### config.mk
export PLATFORM = sky130hd
export DESIGN_NAME = uart_msg_sequencer
export DESIGN_NICKNAME = d
export VERILOG_FILES = /design/src/rtl/uart_msg_sequencer.sv
export SDC_FILE = /design/constraint.sdc
export NUM_CORES = 1
export LEC_CHECK = 0
export ABC_AREA = 0
export BUFFER_PORTS_ARGS = -buffer_cell sky130_fd_sc_hd__buf_2
export CAP_MARGIN = 20
export CORE_UTILIZATION = 55
export CTS_CLUSTER_DIAMETER = 60
export DETAILED_ROUTE_END_ITERATION = 8
export PLACE_DENSITY = 0.77
export SKIP_CTS_REPAIR_TIMING = 1
export SYNTH_ARGS = -nofsm -noshare
export SYNTH_HDL_FRONTEND = slang
export SYNTH_SLANG_ARGS = --single-unit
### constraint.sdc
create_clock -name clk -period 6.7 [get_ports clk]
set_input_delay 1.005 -clock clk [delete_from_list [all_inputs] [get_ports clk]]
set_output_delay 1.005 -clock clk [all_outputs]
set_load 0.02 [all_outputs]
### src/rtl/uart_msg_sequencer.sv
// uart_msg_sequencer: turns game event pulses (flip, match, win) into short
// ASCII messages handed one byte at a time to a UART transmitter.
// Events are captured into per-source pending flags. A fixed-priority arbiter
// (win > match > flip) moves them into a 4-entry FIFO, and a three-state FSM
// streams each FIFO entry out as a complete message.
// Optional feature: define UART_SEQ_DROP_CNT_EN to add the drop_count port and
// a saturating counter of events lost to overwrite while still pending.
module uart_msg_sequencer (
   input  logic       clk,
   input  logic       reset,
   input  logic [3:0] card_pos,
   input  logic       card_flipped,
   input  logic       card_matched,
   input  logic       game_won,
   input  logic [7:0] move_count,
   input  logic       tx_done,
   output logic       tx_start,
   output logic [7:0] tx_data,
   output logic       busy
`ifdef UART_SEQ_DROP_CNT_EN
   ,
   output logic [7:0] drop_count
`endif
);

   localparam logic [1:0] T_FLIP  = 2'd0;
   localparam logic [1:0] T_MATCH = 2'd1;
   localparam logic [1:0] T_WIN   = 2'd2;

   typedef enum logic [1:0] {S_IDLE, S_SEND, S_WAIT} state_t;

   // Uppercase ASCII hex digit for a nibble.
   function automatic logic [7:0] hex_ascii(input logic [3:0] n);
      hex_ascii = (n < 4'd10) ? (8'h30 + {4'h0, n}) : (8'h37 + {4'h0, n});
   endfunction

   // Byte idx of the message built from one FIFO entry.
   function automatic logic [7:0] msg_byte(input logic [1:0] typ,
                                           input logic [7:0] pay,
                                           input logic [2:0] idx);
      logic [7:0] b;
      b = 8'h00;
      if (typ == T_WIN) begin
         case (idx)
            3'd0:    b = 8'h57;
            3'd1:    b = hex_ascii(pay[7:4]);
            3'd2:    b = hex_ascii(pay[3:0]);
            3'd3:    b = 8'h0D;
            default: b = 8'h0A;
         endcase
      end else begin
         case (idx)
            3'd0:    b = (typ == T_MATCH) ? 8'h4D : 8'h46;
            3'd1:    b = hex_ascii(pay[3:0]);
            3'd2:    b = 8'h0D;
            default: b = 8'h0A;
         endcase
      end
      msg_byte = b;
   endfunction

   // pending capture
   logic       r_pend_f, r_pend_m, r_pend_w;
   logic [3:0] r_pos_f, r_pos_m;
   logic [7:0] r_mv_w;

   // message FIFO: {type[1:0], payload[7:0]}
   logic [9:0] r_fifo [0:3];
   logic [1:0] r_wr_ptr, r_rd_ptr;
   logic [2:0] r_count;

   // sender
   state_t     r_state, w_state_nxt;
   logic [1:0] r_msg_type;
   logic [7:0] r_msg_pay;
   logic [2:0] r_idx;
   logic [7:0] r_tx_data;
   logic       r_busy;

   logic       w_pop, w_adv, w_last, w_can_push, w_push;
   logic       w_gnt_f, w_gnt_m, w_gnt_w;
   logic [9:0] w_push_data, w_head;

   assign w_head = r_fifo[r_rd_ptr];
   assign w_last = (r_msg_type == T_WIN) ? (r_idx == 3'd4) : (r_idx == 3'd3);

   // A full FIFO still accepts a push when the FSM pops in the same cycle.
   assign w_can_push = (r_count != 3'd4) | w_pop;
   assign w_gnt_w    = w_can_push & r_pend_w;
   assign w_gnt_m    = w_can_push & r_pend_m & ~r_pend_w;
   assign w_gnt_f    = w_can_push & r_pend_f & ~r_pend_w & ~r_pend_m;
   assign w_push     = w_gnt_w | w_gnt_m | w_gnt_f;

   // arbiter: select the winning pending source's FIFO entry
   always_comb begin
      w_push_data = {T_FLIP, 4'h0, r_pos_f};
      if (w_gnt_w)      w_push_data = {T_WIN, r_mv_w};
      else if (w_gnt_m) w_push_data = {T_MATCH, 4'h0, r_pos_m};
   end

   // FSM next-state and outputs; tx_done only matters in WAIT
   always_comb begin
      w_state_nxt = r_state;
      w_pop       = 1'b0;
      w_adv       = 1'b0;
      tx_start    = 1'b0;
      case (r_state)
         S_IDLE: begin
            if (r_count != 3'd0) begin
               w_pop       = 1'b1;
               w_state_nxt = S_SEND;
            end
         end
         S_SEND: begin
            tx_start    = 1'b1;
            w_state_nxt = S_WAIT;
         end
         S_WAIT: begin
            if (tx_done) begin
               if (w_last) begin
                  w_state_nxt = S_IDLE;
               end else begin
                  w_adv       = 1'b1;
                  w_state_nxt = S_SEND;
               end
            end
         end
         default: w_state_nxt = S_IDLE;
      endcase
   end

   // FSM state register
   always_ff @(posedge clk) begin
      if (reset) r_state <= S_IDLE;
      else       r_state <= w_state_nxt;
   end

   // pending flags: set on pulse, cleared on grant; a pulse beats a grant
   always_ff @(posedge clk) begin
      if (reset) begin
         r_pend_f <= 1'b0;
         r_pend_m <= 1'b0;
         r_pend_w <= 1'b0;
         r_pos_f  <= 4'h0;
         r_pos_m  <= 4'h0;
         r_mv_w   <= 8'h00;
      end else begin
         r_pend_f <= card_flipped | (r_pend_f & ~w_gnt_f);
         r_pend_m <= card_matched | (r_pend_m & ~w_gnt_m);
         r_pend_w <= game_won     | (r_pend_w & ~w_gnt_w);
         if (card_flipped) r_pos_f <= card_pos;
         if (card_matched) r_pos_m <= card_pos;
         if (game_won)     r_mv_w  <= move_count;
      end
   end

   // FIFO storage, pointers and occupancy
   always_ff @(posedge clk) begin
      if (reset) begin
         r_wr_ptr <= 2'd0;
         r_rd_ptr <= 2'd0;
         r_count  <= 3'd0;
      end else begin
         if (w_push) begin
            r_fifo[r_wr_ptr] <= w_push_data;
            r_wr_ptr         <= r_wr_ptr + 2'd1;
         end
         if (w_pop) r_rd_ptr <= r_rd_ptr + 2'd1;
         case ({w_push, w_pop})
            2'b10:   r_count <= r_count + 3'd1;
            2'b01:   r_count <= r_count - 3'd1;
            default: r_count <= r_count;
         endcase
      end
   end

   // message register, byte index and the held tx_data byte
   always_ff @(posedge clk) begin
      if (reset) begin
         r_msg_type <= T_FLIP;
         r_msg_pay  <= 8'h00;
         r_idx      <= 3'd0;
         r_tx_data  <= 8'h00;
      end else if (w_pop) begin
         r_msg_type <= w_head[9:8];
         r_msg_pay  <= w_head[7:0];
         r_idx      <= 3'd0;
         r_tx_data  <= msg_byte(w_head[9:8], w_head[7:0], 3'd0);
      end else if (w_adv) begin
         r_idx      <= r_idx + 3'd1;
         r_tx_data  <= msg_byte(r_msg_type, r_msg_pay, r_idx + 3'd1);
      end
   end

   // registered busy
   always_ff @(posedge clk) begin
      if (reset) r_busy <= 1'b0;
      else       r_busy <= r_pend_f | r_pend_m | r_pend_w | (r_count != 3'd0) |
                           (r_state != S_IDLE);
   end

   assign tx_data = r_tx_data;
   assign busy    = r_busy;

`ifdef UART_SEQ_DROP_CNT_EN
   logic       w_drop_f, w_drop_m, w_drop_w;
   logic [1:0] w_drops;
   logic [8:0] w_drop_sum;
   logic [7:0] r_drop_cnt;

   // A pulse on a source still pending and not granted this cycle loses the older event.
   assign w_drop_f   = card_flipped & r_pend_f & ~w_gnt_f;
   assign w_drop_m   = card_matched & r_pend_m & ~w_gnt_m;
   assign w_drop_w   = game_won     & r_pend_w & ~w_gnt_w;
   assign w_drops    = {1'b0, w_drop_f} + {1'b0, w_drop_m} + {1'b0, w_drop_w};
   assign w_drop_sum = {1'b0, r_drop_cnt} + {7'd0, w_drops};

   // saturating drop counter
   always_ff @(posedge clk) begin
      if (reset) r_drop_cnt <= 8'h00;
      else       r_drop_cnt <= w_drop_sum[8] ? 8'hFF : w_drop_sum[7:0];
   end

   assign drop_count = r_drop_cnt;
`endif

endmodule
======== Yosys cells after proc, flatten, opt, wreduce, memory -nomap -nowiden ========
Memories as Yosys holds them, arrays and structs flattened. A register that Yosys moved wholly into a read port is not among the register bits.
Cells that the tools add are included.
word-level totals
  flip-flop bits (word level) ............. 50
  memory bits (writable) .................. 40
  output and inout port bits .............. 10
  memories kept ........................... 1
memory list
  memory  words  width  rd ports  clocked after memory_dff  wr ports  RTL line  RTL
  r_fifo  4      10     1         1                         1         68        logic [9:0] r_fifo [0:3];
cells by class
  $add $sub $neg .......................... 9
  $lt $le $gt $ge ......................... 2
  equal/unequal tests ..................... 16
  muxes and demuxes ....................... 29
  bitwise logic cells ..................... 24
  reductions and logical operators ........ 8
operator list
  kind                                                                   number
  6-bit by 4-bit adder with 7-bit output, first input constant           4
  7-bit case mux with 4 select lines                                     1
  8-bit 2-to-1 mux                                                       3
  7-bit case mux with 3 select lines                                     1
  7-bit 2-to-1 mux                                                       2
  1-bit 2-to-1 mux                                                       11
  10-bit 2-to-1 mux                                                      1
  1-bit bitwise OR                                                       10
  1-bit bitwise AND                                                      9
  3-bit by 2-bit equality test with 1-bit output, second input constant  3
  9-bit 2-to-1 mux                                                       1
  2-bit by 1-bit equality test with 1-bit output, second input constant  4
  2-bit equality test, second input constant                             4
  4-bit less-than comparator, second input constant                      2
  2-bit 2-to-1 mux                                                       4
  4-bit 2-to-1 mux                                                       2
  3-bit by 1-bit adder with 3-bit output, second input constant          2
  2-bit case mux with 3 select lines                                     1
  3-bit case mux with 2 select lines                                     1
  2-bit nonzero test                                                     3
  5-bit 2-to-1 mux                                                       1
  1-bit inverter                                                         5
  2-bit by 1-bit adder with 2-bit output, second input constant          2
  2-bit != test, second input constant                                   2
  9 further kinds                                                        9

======== Depth between registers and ports, before layout ========
  depth in word-level cells ............... 11
  mapped depth ............................ 11
  depth with buffers taken out ............ 10

======== Least setup slack after synthesis ========
Ideal clock, no wire load.
  kind .................................... register -> register
  start ................................... register r_count[0]
  end ..................................... register r_count[2]
  setup time .............................. 0.070 ns
  data arrival time ....................... 2.161 ns
  data required time ...................... 6.630 ns
  setup slack ............................. 4.468 ns
  stages on the path, launching flop included .. 12
  buffers on the path ..................... 2
  clock period less this slack ............ 2.232 ns
  cells stage by stage .................... dfxtp_1 -> nor3_1 -> nand2b_1 -> buf_2 -> inv_1 -> buf_2 -> ha_1 -> inv_1 -> fa_1 -> xor2_1 -> or3_1 -> a21oi_1
on the way
  cells in the longest elaborated chain, start to end .. 10
  elaborated cells between the ends (all ways) .. 19
RTL lines
  element                                                                                RTL line  RTL
  start, declared                                                                        70        logic [2:0] r_count;
  start signal, assigned                                                                 170       2'b10: r_count <= r_count + 3'd1;
  start signal, assigned                                                                 171       2'b01: r_count <= r_count - 3'd1;
  start signal, assigned                                                                 172       default: r_count <= r_count;
  3-bit nonzero test (*)                                                                 109       if (r_count != 3'd0) begin
  1-bit 2-to-1 mux (*)                                                                   109
  1-bit 2-to-1 mux (*)                                                                   107       case (r_state)
  named net w_pop                                                                        80        logic w_pop, w_adv, w_last, w_can_push, w_push;
  1-bit bitwise OR                                                                       88        assign w_can_push = (r_count != 3'd4) | w_pop;
  1-bit bitwise AND (on tied branches) (2 in a row)                                      90, 91
  1-bit bitwise OR or 1-bit bitwise AND (tied branches)                                  92, 91
  1-bit bitwise OR                                                                       92        assign w_push = w_gnt_w | w_gnt_m | w_gnt_f;
  2-bit by 1-bit equality test with 1-bit output or 2-bit equality test (tied branches)  169       case ({w_push, w_pop})
  3-bit case mux with 2 select lines or 2-bit nonzero test (tied branches)               --
The timed path passes the listed nets; every way through them passes the cells marked *.
A chain may end at the register's enable or synchronous reset.

======== Worst setup path in the final report ========
  start ................................... register r_state[0]
  end ..................................... register r_count[2]
on the way
  cells in the longest elaborated chain, start to end .. 9
  elaborated cells between the ends (all ways) .. 15
RTL lines
  element                                                                                RTL line  RTL
  start, declared                                                                        73        state_t r_state, w_state_nxt;
  start signal, assigned                                                                 135       else r_state <= w_state_nxt;
  2-bit zero test (*)                                                                    107
  1-bit 2-to-1 mux (*)                                                                   107
  1-bit bitwise OR                                                                       88
  1-bit bitwise AND (on tied branches) (2 in a row)                                      90, 91
  1-bit bitwise OR or 1-bit bitwise AND (tied branches)                                  92, 91
  1-bit bitwise OR                                                                       92
  2-bit by 1-bit equality test with 1-bit output or 2-bit equality test (tied branches)  169
  3-bit case mux with 2 select lines or 2-bit nonzero test (tied branches)               --
Every way passes the cells marked *; elsewhere a longest branch is shown, timed or not.

==> results_dict.tcl <==
set metrics [dict create \
    overflow 0 \
    worstSetupEndpointType "register" \
    cpPeakStageDelay_ns 0.68 \
    pwr-share-clk 0.242 \
    synth_ff_type "dfxtp_1" \
    holdWs_ns 0.460 \
    cp_common_cell "inv_1" \
    rr_startpoint "r_state[0]" \
    cap_violations 0 \
    hold_depth 2 \
    cp.arrival_ns 3.37 \
    hp-class "register to register" \
    drt_wl_total_um 7930 \
    power.switching_w 0.000623 \
    cts_buffers 9 \
    total_power_w 0.00173 \
    finalMaxSlewViolations 0 \
    timing.final.hold_violations 0 \
    syn2layout_area_growth_pct 8.10 \
    synth_area_per_cell_um2 10.9 \
    tns_ns 0 \
    setup_viol 0 \
    fp.dieW_um 89.7 \
    yosysWarnings 0 \
    clock_path_buffers 2 \
    wl_per_cell_um 15.7 \
    regArea_um2 2220 \
    die_h_um 89.7 \
    dieArea_um2 8050 \
    drt_pass1_iterations 5 \
    grt_pass1_wl_um 13300 \
    pwr-share-comb 0.316 \
    viasPerCell 5.62 \
    antenna_found_initial 0 \
    place_ws_ns 3.68 \
    ys_types 56 \
    worst_path_max_delay_cell "inv_1" \
    cts_sinks 91 \
    cts.clk_slew.worst_paths_ns 0.10 \
    max_slew.worst_pin.slew_ns 0.922 \
    r2r_end "r_count[2]" \
    internal-power_w 0.00111 \
    ys_ff_latch 91 \
    clk_latency_ns 0.36 \
    grt_max_degree 54 \
    diodes 0 \
    placementRows 31 \
    r2r_slack_ns 3.62 \
    cts_tree "yes" \
    synth_top_area_frac 0.284 \
    io_buffers 26 \
    min_from "r_msg_pay[4]" \
    synthTopCellsByArea "edfxtp_1 (28%), dfxtp_1 (24%), mux4_2 (5.3%)" \
    root_buffer "clkbuf_8" \
    drtAntennaViolNets 0 \
    period_needed_ns 3.08 \
    r2r_cells 9 \
    worstPathMaxFanout 23 \
    skew_ns 0.00820 \
    rsz0062_at_grt "no" \
    multi_input_area_um2 1800 \
    slew_headroom 0.385 \
    postLayoutCoreUtil 0.624 \
    synth_seq_area_share 0.525 \
    io_pins 28 \
    syn_inst 388 \
    nNetsFinal 435 \
    grt_pass1_vias 2761 \
    switching_share 0.360 \
    synth.most_common_cell "dfxtp_1" \
    coreArea_um2 7330 \
    synth.largest_area_cell "edfxtp_1" \
    num_vias 2839 \
    drc 0 \
    seqPwrFrac 0.441 \
    setup_slack_ns 3.62 \
    async_reset_ff_frac 0 \
    synthTopCellsByCount "dfxtp_1 (51), edfxtp_1 (40), nor2_1 (39)" \
    power_leakage_nw 1.78 \
    worstPathRequired_ns 6.98 \
    ir_drop_mv 0.173 \
    gp_congestion 0.837 \
    layout-drive-gt1-share 0.148 \
    drtIter0Drc 122 \
    worstSetupPathType "register to register" \
    crit_path_cell_trace "nor2_1, nand2b_1, inv_1, ha_1, inv_1, fa_1, xor2_1, or3_1, a21oi_1" \
    htreeDepth 3 \
    power_density_nw_per_um2 379 \
    min_to "r_msg_pay[4]" \
    nFillCells 591 \
    outcome "finished clean" \
    synth-edff-count 40 \
    initial_utilization 0.577 \
    grt_use_total 0.210 \
    setup.worst_path.start_class "register" \
    fmax_ghz 0.324 \
    synth_area_um2 4230 \
    min_period_over_period 0.460 \
    synth.net_count 422 \
    dp_hpwl_um 5650 \
]
[worst max path at each step]
stage	start	cells past startpoint	to	slack, ns
final	r_state[0]	9	r_count[2]	3.62
after global routing	r_state[0]	9	r_count[2]	3.35
after CTS	r_state[0]	9	r_count[2]	3.61
after detailed placement	r_state[0]	9	r_count[2]	3.68
after global placement	r_state[0]	9	r_count[2]	3.84
after floorplan	r_count[0]	11	r_count[2]	4.47
[per-stage QoR]
step                      cells  cell area (um^2)
final                       505              4570
after global routing        505              4570
after CTS                   505              4570
after detailed placement    489              4340
after global placement      489              4340
after floorplan             388              4230
[final cells by class]
cell class | count | share of cell area
sequential | 91 | 0.486
clock inverter | 7 | 0.0235
multi-input combinational | 254 | 0.393
tap | 99 | 0.0271
timing repair buffer | 26 | 0.0284
clock buffer | 9 | 0.0271
inverter | 19 | 0.0156
[cell usage in the layout, fill, tap and decap left out, types with 3 or more instances in the layout]
| master | synthesis | final |
|---|---|---|
| nand3_1 | 11 | 11 |
| xnor2_1 | 5 | 5 |
| a31oi_1 | 4 | 4 |
| nor2b_1 | 5 | 5 |
| o21ai_0 | 11 | 11 |
| clkbuf_8 | 0 | 9 |
| nor3_1 | 6 | 6 |
| a21oi_1 | 27 | 27 |
| nand2_1 | 37 | 37 |
| a22oi_1 | 4 | 4 |
| inv_1 | 19 | 19 |
| nor2_1 | 39 | 39 |
| o21a_1 | 3 | 3 |
| xor2_1 | 4 | 4 |
| mux2i_1 | 19 | 19 |
| buf_2 | 6 | 26 |
| or3_1 | 5 | 5 |
| and3_1 | 6 | 6 |
| o22ai_1 | 3 | 3 |
| mux4_2 | 10 | 10 |
| edfxtp_1 | 40 | 40 |
| dfxtp_1 | 51 | 51 |
| and2_1 | 5 | 5 |
| ha_1 | 15 | 15 |
[sequential cells by signal, indices dropped and copies added (netlist names), named ones only]
register and cells:
r_fifo 40, r_msg_pay 8, r_mv_w 8, tx_data 7, r_pos_f 4, r_pos_m 4
r_count 3, r_idx 3, r_msg_type 2, r_rd_ptr 2, r_state 2, r_wr_ptr 2
busy 1, r_pend_f 1, r_pend_m 1, r_pend_w 1
[critical path: cells and delay by family, from the launching register on]
| family | cells | cell delay, ns |
|---|---|---|
| buf+inv | 2 | 0.74 |
| compound gates | 1 | 0.15 |
| simple gates | 3 | 0.91 |
| flops | 1 | 0.35 |
| fa+ha+maj | 2 | 0.68 |
| xor+xnor | 1 | 0.16 |
[routing by layer]
metal,vias to the layer above,global-route usage,part of all wire
met5,-,0,0
met4,0,0.108,0.025
met3,15,0.0338,0.026
met2,56,0.362,0.51
met1,1363,0.255,0.44
li1,1405,-,-
[power groups by stage]
stage / sequential (W) / clock, W / combinational (W)
2_1_floorplan: 0.000751 / 0 / 0.000454
3_3_place_gp: 0.000772 / 0 / 0.000519
3_5_place_dp: 0.000777 / 0 / 0.000543
4_1_cts: 0.000765 / 0.000428 / 0.000549
6_report: 0.000765 / 0.000419 / 0.000548
5_1_grt: 0.000782 / 0.000449 / 0.000613
[kinds of logic after synthesis]
group           Yosys count  share of synthesized area
compound gates           68                      0.106
xor+xnor                 10                     0.0225
fa+ha+maj                16                     0.0491
buf+inv                  43                     0.0506
flops                    91                      0.525
mux                      29                     0.0982
other cells               1                   0.000886
simple gates            130                      0.148
Power figures use the tool's default switching activity.
